[src/rtl/sha1_wb_master.sv]
// Wishbone initiator that pushes one 512-bit block through the SHA1 peripheral and reads back the digest.
// Optional ack watchdog: define SHA1_WBM_TIMEOUT_EN to abort a transfer that is never acknowledged.
module sha1_wb_master #(
  parameter logic [31:0] SLAVE_BASE  = 32'h3000_0024,
  parameter int unsigned POLL_GAP    = 8,
  parameter int unsigned ACK_TIMEOUT = 255
) (
  input  logic         wb_clk_i,
  input  logic         wb_rst_ni,
  input  logic         start_i,
  input  logic [511:0] msg_i,
  output logic [159:0] digest_o,
  output logic         busy_o,
  output logic         done_o,
  output logic         err_o,
  output logic [1:0]   err_code_o,
  output logic         wbm_cyc_o,
  output logic         wbm_stb_o,
  output logic         wbm_we_o,
  output logic [3:0]   wbm_sel_o,
  output logic [31:0]  wbm_adr_o,
  output logic [31:0]  wbm_dat_o,
  input  logic [31:0]  wbm_dat_i,
  input  logic         wbm_ack_i
);

  localparam logic [31:0] ADR_ID   = SLAVE_BASE + 32'h4;
  localparam logic [31:0] ADR_OPS  = SLAVE_BASE + 32'h8;
  localparam logic [31:0] ADR_MSG  = SLAVE_BASE + 32'hC;
  localparam logic [31:0] ADR_DIG  = SLAVE_BASE + 32'h10;
  localparam logic [31:0] SHA1_ID  = 32'h5348_4131;
  localparam logic [31:0] DIG_BUSY = 32'hFFFF_FFF0;
  localparam logic [31:0] OPS_RST  = 32'h0000_0002;

  localparam int unsigned GAP_W = $clog2(POLL_GAP + 1);
  localparam logic [GAP_W-1:0] GAP_LAST = GAP_W'(POLL_GAP - 1);

  if (POLL_GAP < 1 || ACK_TIMEOUT < 1) begin : g_param_check
    $fatal(1, "sha1_wb_master: POLL_GAP and ACK_TIMEOUT must be at least 1");
  end

  typedef enum logic [3:0] {
    S_IDLE, S_CHKID, S_CTRL, S_MSG, S_GAP, S_POLL, S_DIGEST, S_DONE, S_ERR
  } state_e;

  typedef enum logic [1:0] {
    ERR_NONE  = 2'd0,
    ERR_ID    = 2'd1,
    ERR_PANIC = 2'd2,
    ERR_TMO   = 2'd3
  } err_e;

  state_e             state_q, state_d;
  logic               stb_q, stb_d;
  logic [3:0]         idx_q, idx_d;
  logic [GAP_W-1:0]   gap_q, gap_d;
  logic [511:0]       msg_q, msg_d;
  logic [159:0]       digest_q, digest_d;
  logic               busy_q, busy_d;
  logic               done_q, done_d;
  logic               err_q, err_d;
  err_e               err_code_q, err_code_d;

  logic               req_we;
  logic [31:0]        req_adr;
  logic [31:0]        req_dat;
  logic               bus_state;
  logic               ack_seen;
  logic               fail;
  err_e               fail_code;

`ifdef SHA1_WBM_TIMEOUT_EN
  localparam logic [15:0] TMO_LAST = 16'(ACK_TIMEOUT - 1);
  logic [15:0] tmo_q, tmo_d;
`endif

  // Request fields depend only on state/idx, both frozen while stb is high.
  always_comb begin
    req_we  = 1'b0;
    req_adr = '0;
    req_dat = '0;
    case (state_q)
      S_CHKID:  req_adr = ADR_ID;
      S_CTRL: begin
        req_we  = 1'b1;
        req_adr = ADR_OPS;
        req_dat = OPS_RST;
      end
      S_MSG: begin
        req_we  = 1'b1;
        req_adr = ADR_MSG;
        req_dat = msg_q[{idx_q, 5'd0} +: 32];
      end
      S_POLL:   req_adr = ADR_OPS;
      S_DIGEST: req_adr = ADR_DIG;
      default: ;
    endcase
  end

  assign bus_state = state_q inside {S_CHKID, S_CTRL, S_MSG, S_POLL, S_DIGEST};
  assign ack_seen  = stb_q && wbm_ack_i;

  // NOTE: every variable gets a default before the case so no path leaves one unassigned (no latches).
  always_comb begin
    state_d    = state_q;
    stb_d      = stb_q;
    idx_d      = idx_q;
    gap_d      = gap_q;
    msg_d      = msg_q;
    digest_d   = digest_q;
    busy_d     = busy_q;
    done_d     = done_q;
    err_d      = err_q;
    err_code_d = err_code_q;
    fail       = 1'b0;
    fail_code  = ERR_NONE;
`ifdef SHA1_WBM_TIMEOUT_EN
    tmo_d      = '0;
`endif

    case (state_q)
      S_IDLE, S_DONE, S_ERR: begin
        if (start_i) begin
          msg_d      = msg_i;
          digest_d   = '0;
          done_d     = 1'b0;
          err_d      = 1'b0;
          err_code_d = ERR_NONE;
          busy_d     = 1'b1;
          state_d    = S_CHKID;
        end
      end
      S_CHKID: begin
        if (ack_seen) begin
          if (wbm_dat_i != SHA1_ID) begin
            fail      = 1'b1;
            fail_code = ERR_ID;
          end else begin
            state_d = S_CTRL;
          end
        end
      end
      S_CTRL: begin
        if (ack_seen) begin
          idx_d   = '0;
          state_d = S_MSG;
        end
      end
      S_MSG: begin
        if (ack_seen) begin
          if (wbm_dat_i != 32'h1) begin
            fail      = 1'b1;
            fail_code = ERR_PANIC;
          end else if (idx_q == 4'd15) begin
            gap_d   = '0;
            state_d = S_GAP;
          end else begin
            idx_d = idx_q + 4'd1;
          end
        end
      end
      S_GAP: begin
        if (gap_q == GAP_LAST) begin
          state_d = S_POLL;
        end else begin
          gap_d = gap_q + GAP_W'(1);
        end
      end
      S_POLL: begin
        // Bits [10:4] carry the engine's round counter and are irrelevant here.
        if (ack_seen) begin
          if (wbm_dat_i[2]) begin
            fail      = 1'b1;
            fail_code = ERR_PANIC;
          end else if (wbm_dat_i[3]) begin
            idx_d   = '0;
            state_d = S_DIGEST;
          end else begin
            gap_d   = '0;
            state_d = S_GAP;
          end
        end
      end
      S_DIGEST: begin
        if (ack_seen) begin
          if (wbm_dat_i == DIG_BUSY) begin
            fail      = 1'b1;
            fail_code = ERR_PANIC;
          end else begin
            digest_d[{idx_q[2:0], 5'd0} +: 32] = wbm_dat_i;
            if (idx_q == 4'd4) begin
              busy_d  = 1'b0;
              done_d  = 1'b1;
              state_d = S_DONE;
            end else begin
              idx_d = idx_q + 4'd1;
            end
          end
        end
      end
      default: state_d = S_IDLE;
    endcase

    // Launch from an idle bus, drop on ack: guarantees one idle cycle between transfers.
    if (bus_state) begin
      if (!stb_q) begin
        stb_d = 1'b1;
      end else if (wbm_ack_i) begin
        stb_d = 1'b0;
      end
    end

`ifdef SHA1_WBM_TIMEOUT_EN
    if (stb_q && !wbm_ack_i) begin
      if (tmo_q == TMO_LAST) begin
        stb_d     = 1'b0;
        fail      = 1'b1;
        fail_code = ERR_TMO;
      end else begin
        tmo_d = tmo_q + 16'd1;
      end
    end
`endif

    if (fail) begin
      busy_d     = 1'b0;
      err_d      = 1'b1;
      err_code_d = fail_code;
      state_d    = S_ERR;
    end
  end

  // NOTE: sequential state uses non-blocking assignments only, so every flop samples pre-edge values.
  always_ff @(posedge wb_clk_i or negedge wb_rst_ni) begin
    if (!wb_rst_ni) begin
      state_q    <= S_IDLE;
      stb_q      <= 1'b0;
      idx_q      <= '0;
      gap_q      <= '0;
      // NOTE: the block and digest storage is reset too, so no stale digest survives a reset.
      msg_q      <= '0;
      digest_q   <= '0;
      busy_q     <= 1'b0;
      done_q     <= 1'b0;
      err_q      <= 1'b0;
      err_code_q <= ERR_NONE;
`ifdef SHA1_WBM_TIMEOUT_EN
      tmo_q      <= '0;
`endif
    end else begin
      state_q    <= state_d;
      stb_q      <= stb_d;
      idx_q      <= idx_d;
      gap_q      <= gap_d;
      msg_q      <= msg_d;
      digest_q   <= digest_d;
      busy_q     <= busy_d;
      done_q     <= done_d;
      err_q      <= err_d;
      err_code_q <= err_code_d;
`ifdef SHA1_WBM_TIMEOUT_EN
      tmo_q      <= tmo_d;
`endif
    end
  end

  assign wbm_cyc_o  = stb_q;
  assign wbm_stb_o  = stb_q;
  assign wbm_we_o   = stb_q & req_we;
  assign wbm_sel_o  = stb_q ? 4'hF : 4'h0;
  assign wbm_adr_o  = stb_q ? req_adr : '0;
  assign wbm_dat_o  = stb_q ? req_dat : '0;

  assign digest_o   = digest_q;
  assign busy_o     = busy_q;
  assign done_o     = done_q;
  assign err_o      = err_q;
  assign err_code_o = err_code_q;

endmodule

[config.mk]
export PLATFORM = sky130hd
export DESIGN_NAME = sha1_wb_master
export DESIGN_NICKNAME = d
export VERILOG_FILES = /design/src/rtl/sha1_wb_master.sv
export SDC_FILE = /design/constraint.sdc
export NUM_CORES = 2
export LEC_CHECK = 0
export BUFFER_PORTS_ARGS = -buffer_cell sky130_fd_sc_hd__buf_2
export CORE_AREA = 2 2 301 303
export DETAILED_ROUTE_END_ITERATION = 8
export DIE_AREA = 0 0 303 305
export GPL_ROUTABILITY_DRIVEN = 1
export SYNTH_ARGS = -nofsm -noshare
export SYNTH_HDL_FRONTEND = slang
export SYNTH_SLANG_ARGS = --single-unit
[constraint.sdc]
create_clock -name wb_clk_i -period 7.9 [get_ports wb_clk_i]
set_input_delay 2.37 -clock wb_clk_i [delete_from_list [all_inputs] [get_ports wb_clk_i]]
set_output_delay 2.37 -clock wb_clk_i [all_outputs]
set_load 0.05 [all_outputs]
==> impl_metrics.json <==
{
  "antenna_found_initial": 44,
  "rsz0062_at_grt": "false",
  "finalSetupViolCount": 0,
  "gp_congestion": 0.925,
  "cts_sinks": 690,
  "cts_setup_buffers": 0,
  "synth_async_sr_flop_share": 1.00,
  "synth_top_cell_by_area": "dfrtp_1",
  "netlist_top_cells_area": "dfrtp_1 56%, nand2_1 21%, mux4_2 11%, clkbuf_1 2.0%, a22o_1 1.9%",
  "fmax_mhz": 163,
  "max_stage_delay_ns": 0.95,
  "num_vias": 26300,
  "core_um2": 89300,
  "synth.distinct_cells": 69,
  "numPortBuffers": 757,
  "maxCapViolations": 0,
  "grt_pass1_vias": 25400,
  "hold_path.class": "flop to flop",
  "syn_area_um2": 31000,
  "synth-seq-cells": 690,
  "die-area_um2": 92400,
  "final.setup.worst_slack_ns": 1.77,
  "wl_per_cell_um": 25.8,
  "fin_util": 0.430,
  "place_ws_ns": 2.38,
  "clockBufferDepth": 3,
  "grt_pass1_wl_um": 186000,
  "required_ns": 5.53,
  "io_pins": 784,
  "avgSynthCellArea_um2": 9.56,
  "cts_buffers": 80,
  "synth_warnings": 0,
  "cp_cell_sequence": "buf_4 -> mux4_2 -> a22oi_1 -> a31oi_1 -> buf_2",
  "slew_violations": 0,
  "power_mw": 15.0,
  "synthFlopType": "dfrtp_1",
  "initial_core_util": 0.347,
  "drive_above_1_share": 0.280,
  "place_hpwl_um": 100000,
  "start_kind": "flop",
  "cts_resized": 0,
  "cts-hold-fix-buffers": 0,
  "relSlewSlack": 0.302,
  "p_per_area_nw_per_um2": 390,
  "finalCritPeriodShare": 0.775,
  "hold_ws_ns": 0.467,
  "p_leak_nw": 20.1,
  "yosysSeqAreaShare": 0.558,
  "std_cell_rows": 110,
  "final_design_area_no_fill_um2": 38400,
  "nFillCells": 8798,
  "path_class": "flop to output port",
  "synth_top_cell_area_share": 0.558,
  "hold_viol_final": 0,
  "crit_arrival_ns": 3.76,
  "placed_cells": 4982,
  "worst_pin_slew_ns": 1.05,
  "drt_iter0_drc": 2654,
  "clk-insertion-delay-late_ns": 0.64,
  "antenna_left": 0,
  "syn_to_final_growth_pct": 24.1,
  "final_cells": 5145,
  "cp_slowest_cell": "dfrtp_4",
  "clkSlewWorstSetupHoldPaths_ns": 0.06,
  "cts_tree": "done",
  "end_kind": "output port",
  "grtUsageTotal": 0.282,
  "nets": 4443,
  "grt_max_degree": 207,
  "drt-total-wl_um": 133000,
  "status": "finished with violations",
  "cts-root-buf": "clkbuf_16",
  "vdd_drop_max_mv": 0.191,
  "viasPerCell": 5.11,
  "netlist_instances": 3238,
  "finalClockSkew_ns": 0.0263,
  "synth-edff-count": 0,
  "violations": "DRC",
  "timing.final.crit_period_ns": 6.13,
  "die_w_um": 303,
  "grt_overflow": 0,
  "finalSetupTns_ns": 0,
  "first_pass_iters": 9,
  "htreeDepth": 3,
  "critPathMaxFanout": 48,
  "dieHeight_um": 305,
  "drc": 153,
  "placed_cell_area_um2": 35600
}
[final timing paths]
| path | from | to | slack (ns) | cells past startpoint |
|---|---|---|---|---|
| min reg2reg | msg_q[344]$_DFFE_PN0P_ | msg_q[344]$_DFFE_PN0P_ | 0.47 | 2 |
| max reg2reg | state_q[3]$_DFFE_PN0P_ | msg_q[466]$_DFFE_PN0P_ | 4.63 | 7 |
| min | msg_q[344]$_DFFE_PN0P_ | msg_q[344]$_DFFE_PN0P_ | 0.47 | 2 |
| max | idx_q[1]$_DFFE_PN0P_ | wbm_dat_o[8] | 1.77 | 5 |
| min in group asynchronous | wb_rst_ni | msg_q[170]$_DFFE_PN0P_ | 1.77 | 1 |
| max in group asynchronous | wb_rst_ni | wbm_cyc_o$_DFFE_PN0P_ | 4.58 | 2 |
[sequential cells by signal, indices dropped and copies added (netlist names), 2 cells and up]
| name | count |
|---|---|
| digest_o | 160 |
| msg_q | 512 |
| err_code_o | 2 |
| idx_q | 4 |
| state_q | 4 |
| gap_q | 4 |
[synthesized netlist by cell type, types with 2 or more instances]
master and n:
o21ai_2 3, o21ai_1 23, and2_1 7, nor4b_1 2, a21o_1 2, o211ai_2 2
inv_1 10, buf_1 13, buf_2 30, nand4bb_1 2, a22oi_1 7, nand2b_1 3
dfrtp_1 690, a31o_2 4, mux2i_1 6, nand2_1 1769, nor2b_1 5, or4_1 3
o21ai_0 95, clkbuf_8 3, buf_4 33, o22ai_1 2, a31oi_1 7, ha_1 7
mux2_2 7, mux4_2 148, nor3_1 9, clkbuf_1 165, nor4_1 7, a21oi_1 9
nand3_1 13, nand4_1 6, a22o_1 66, nor2_1 19, and3_1 27
[power by group]
part / internal, mW / switching (mW) / leakage, nW
combinational: 1.88 / 3.05 / 9.90
sequential: 4.85 / 1.35 / 8.84
clock: 2.30 / 1.58 / 1.35
[per-layer routing]
layer,part of all wire,GRT usage,vias up
met5,0.0010,0,-
met4,0.041,0.108,20
met3,0.085,0.0681,222
met2,0.45,0.432,1167
met1,0.42,0.385,13000
li1,-,-,11800
[worst max-delay path, delay by kind of cell (launching register included)]
family	cells	cell delay, ns
buf+inv	2	0.98
flops	1	0.95
compound gates	2	0.73
mux	1	0.43
[final cells by class]
| type | instances | area, um2 | share of cell area |
|---|---|---|---|
| Antenna cell | 21 | 52.6 | 0.00137 |
| Clock buffer | 118 | 2380 | 0.0618 |
| Clock inverter | 24 | 369 | 0.00960 |
| Inverter | 10 | 37.5 | 0.000977 |
| Multi-Input combinational cell | 2318 | 12700 | 0.330 |
| Sequential cell | 690 | 17300 | 0.450 |
| Tap cell | 1176 | 1470 | 0.0383 |
| Timing Repair Buffer | 788 | 4140 | 0.108 |
[cell usage in the layout, fill, tap and decap left out, drive strengths merged, types with 2 or more instances in the layout]
cell type,instances
nand4bb,3
mux2i,6
a31o,4
o32ai,2
nor4b,4
nor2b,6
clkinv,13
mux2,7
a31oi,8
bufinv,6
o211ai,3
nor3,9
nand2b,3
nor2,19
nand3,13
ha,7
a21o,3
and2,7
a21oi,9
mux4,148
diode,21
a22o,66
conb,26
clkbuf,118
or4,4
nand2,1770
nand4,6
buf,788
o22ai,2
inv,14
a22oi,7
and3,27
o21ai,121
nor4,8
dfrtp,690
or2,2
[cell families (layout without fill, tap and decap cells)]
| kind of cell | after synthesis | after routing | synth area share |
|---|---|---|---|
| AOI/OAI and AO/OA | 232 | 232 | 0.0499 |
| xor gates and xnor gates | 2 | 2 | 0.000566 |
| adders and majority gates | 7 | 7 | 0.00283 |
| buffers and inverters | 255 | 940 | 0.0371 |
| DFF | 690 | 690 | 0.558 |
| muxes | 161 | 161 | 0.112 |
| other | 1 | 47 | 0.000121 |
| and+or+nand+nor | 1890 | 1890 | 0.240 |
Note: power is estimated with default switching activity, not from simulation.
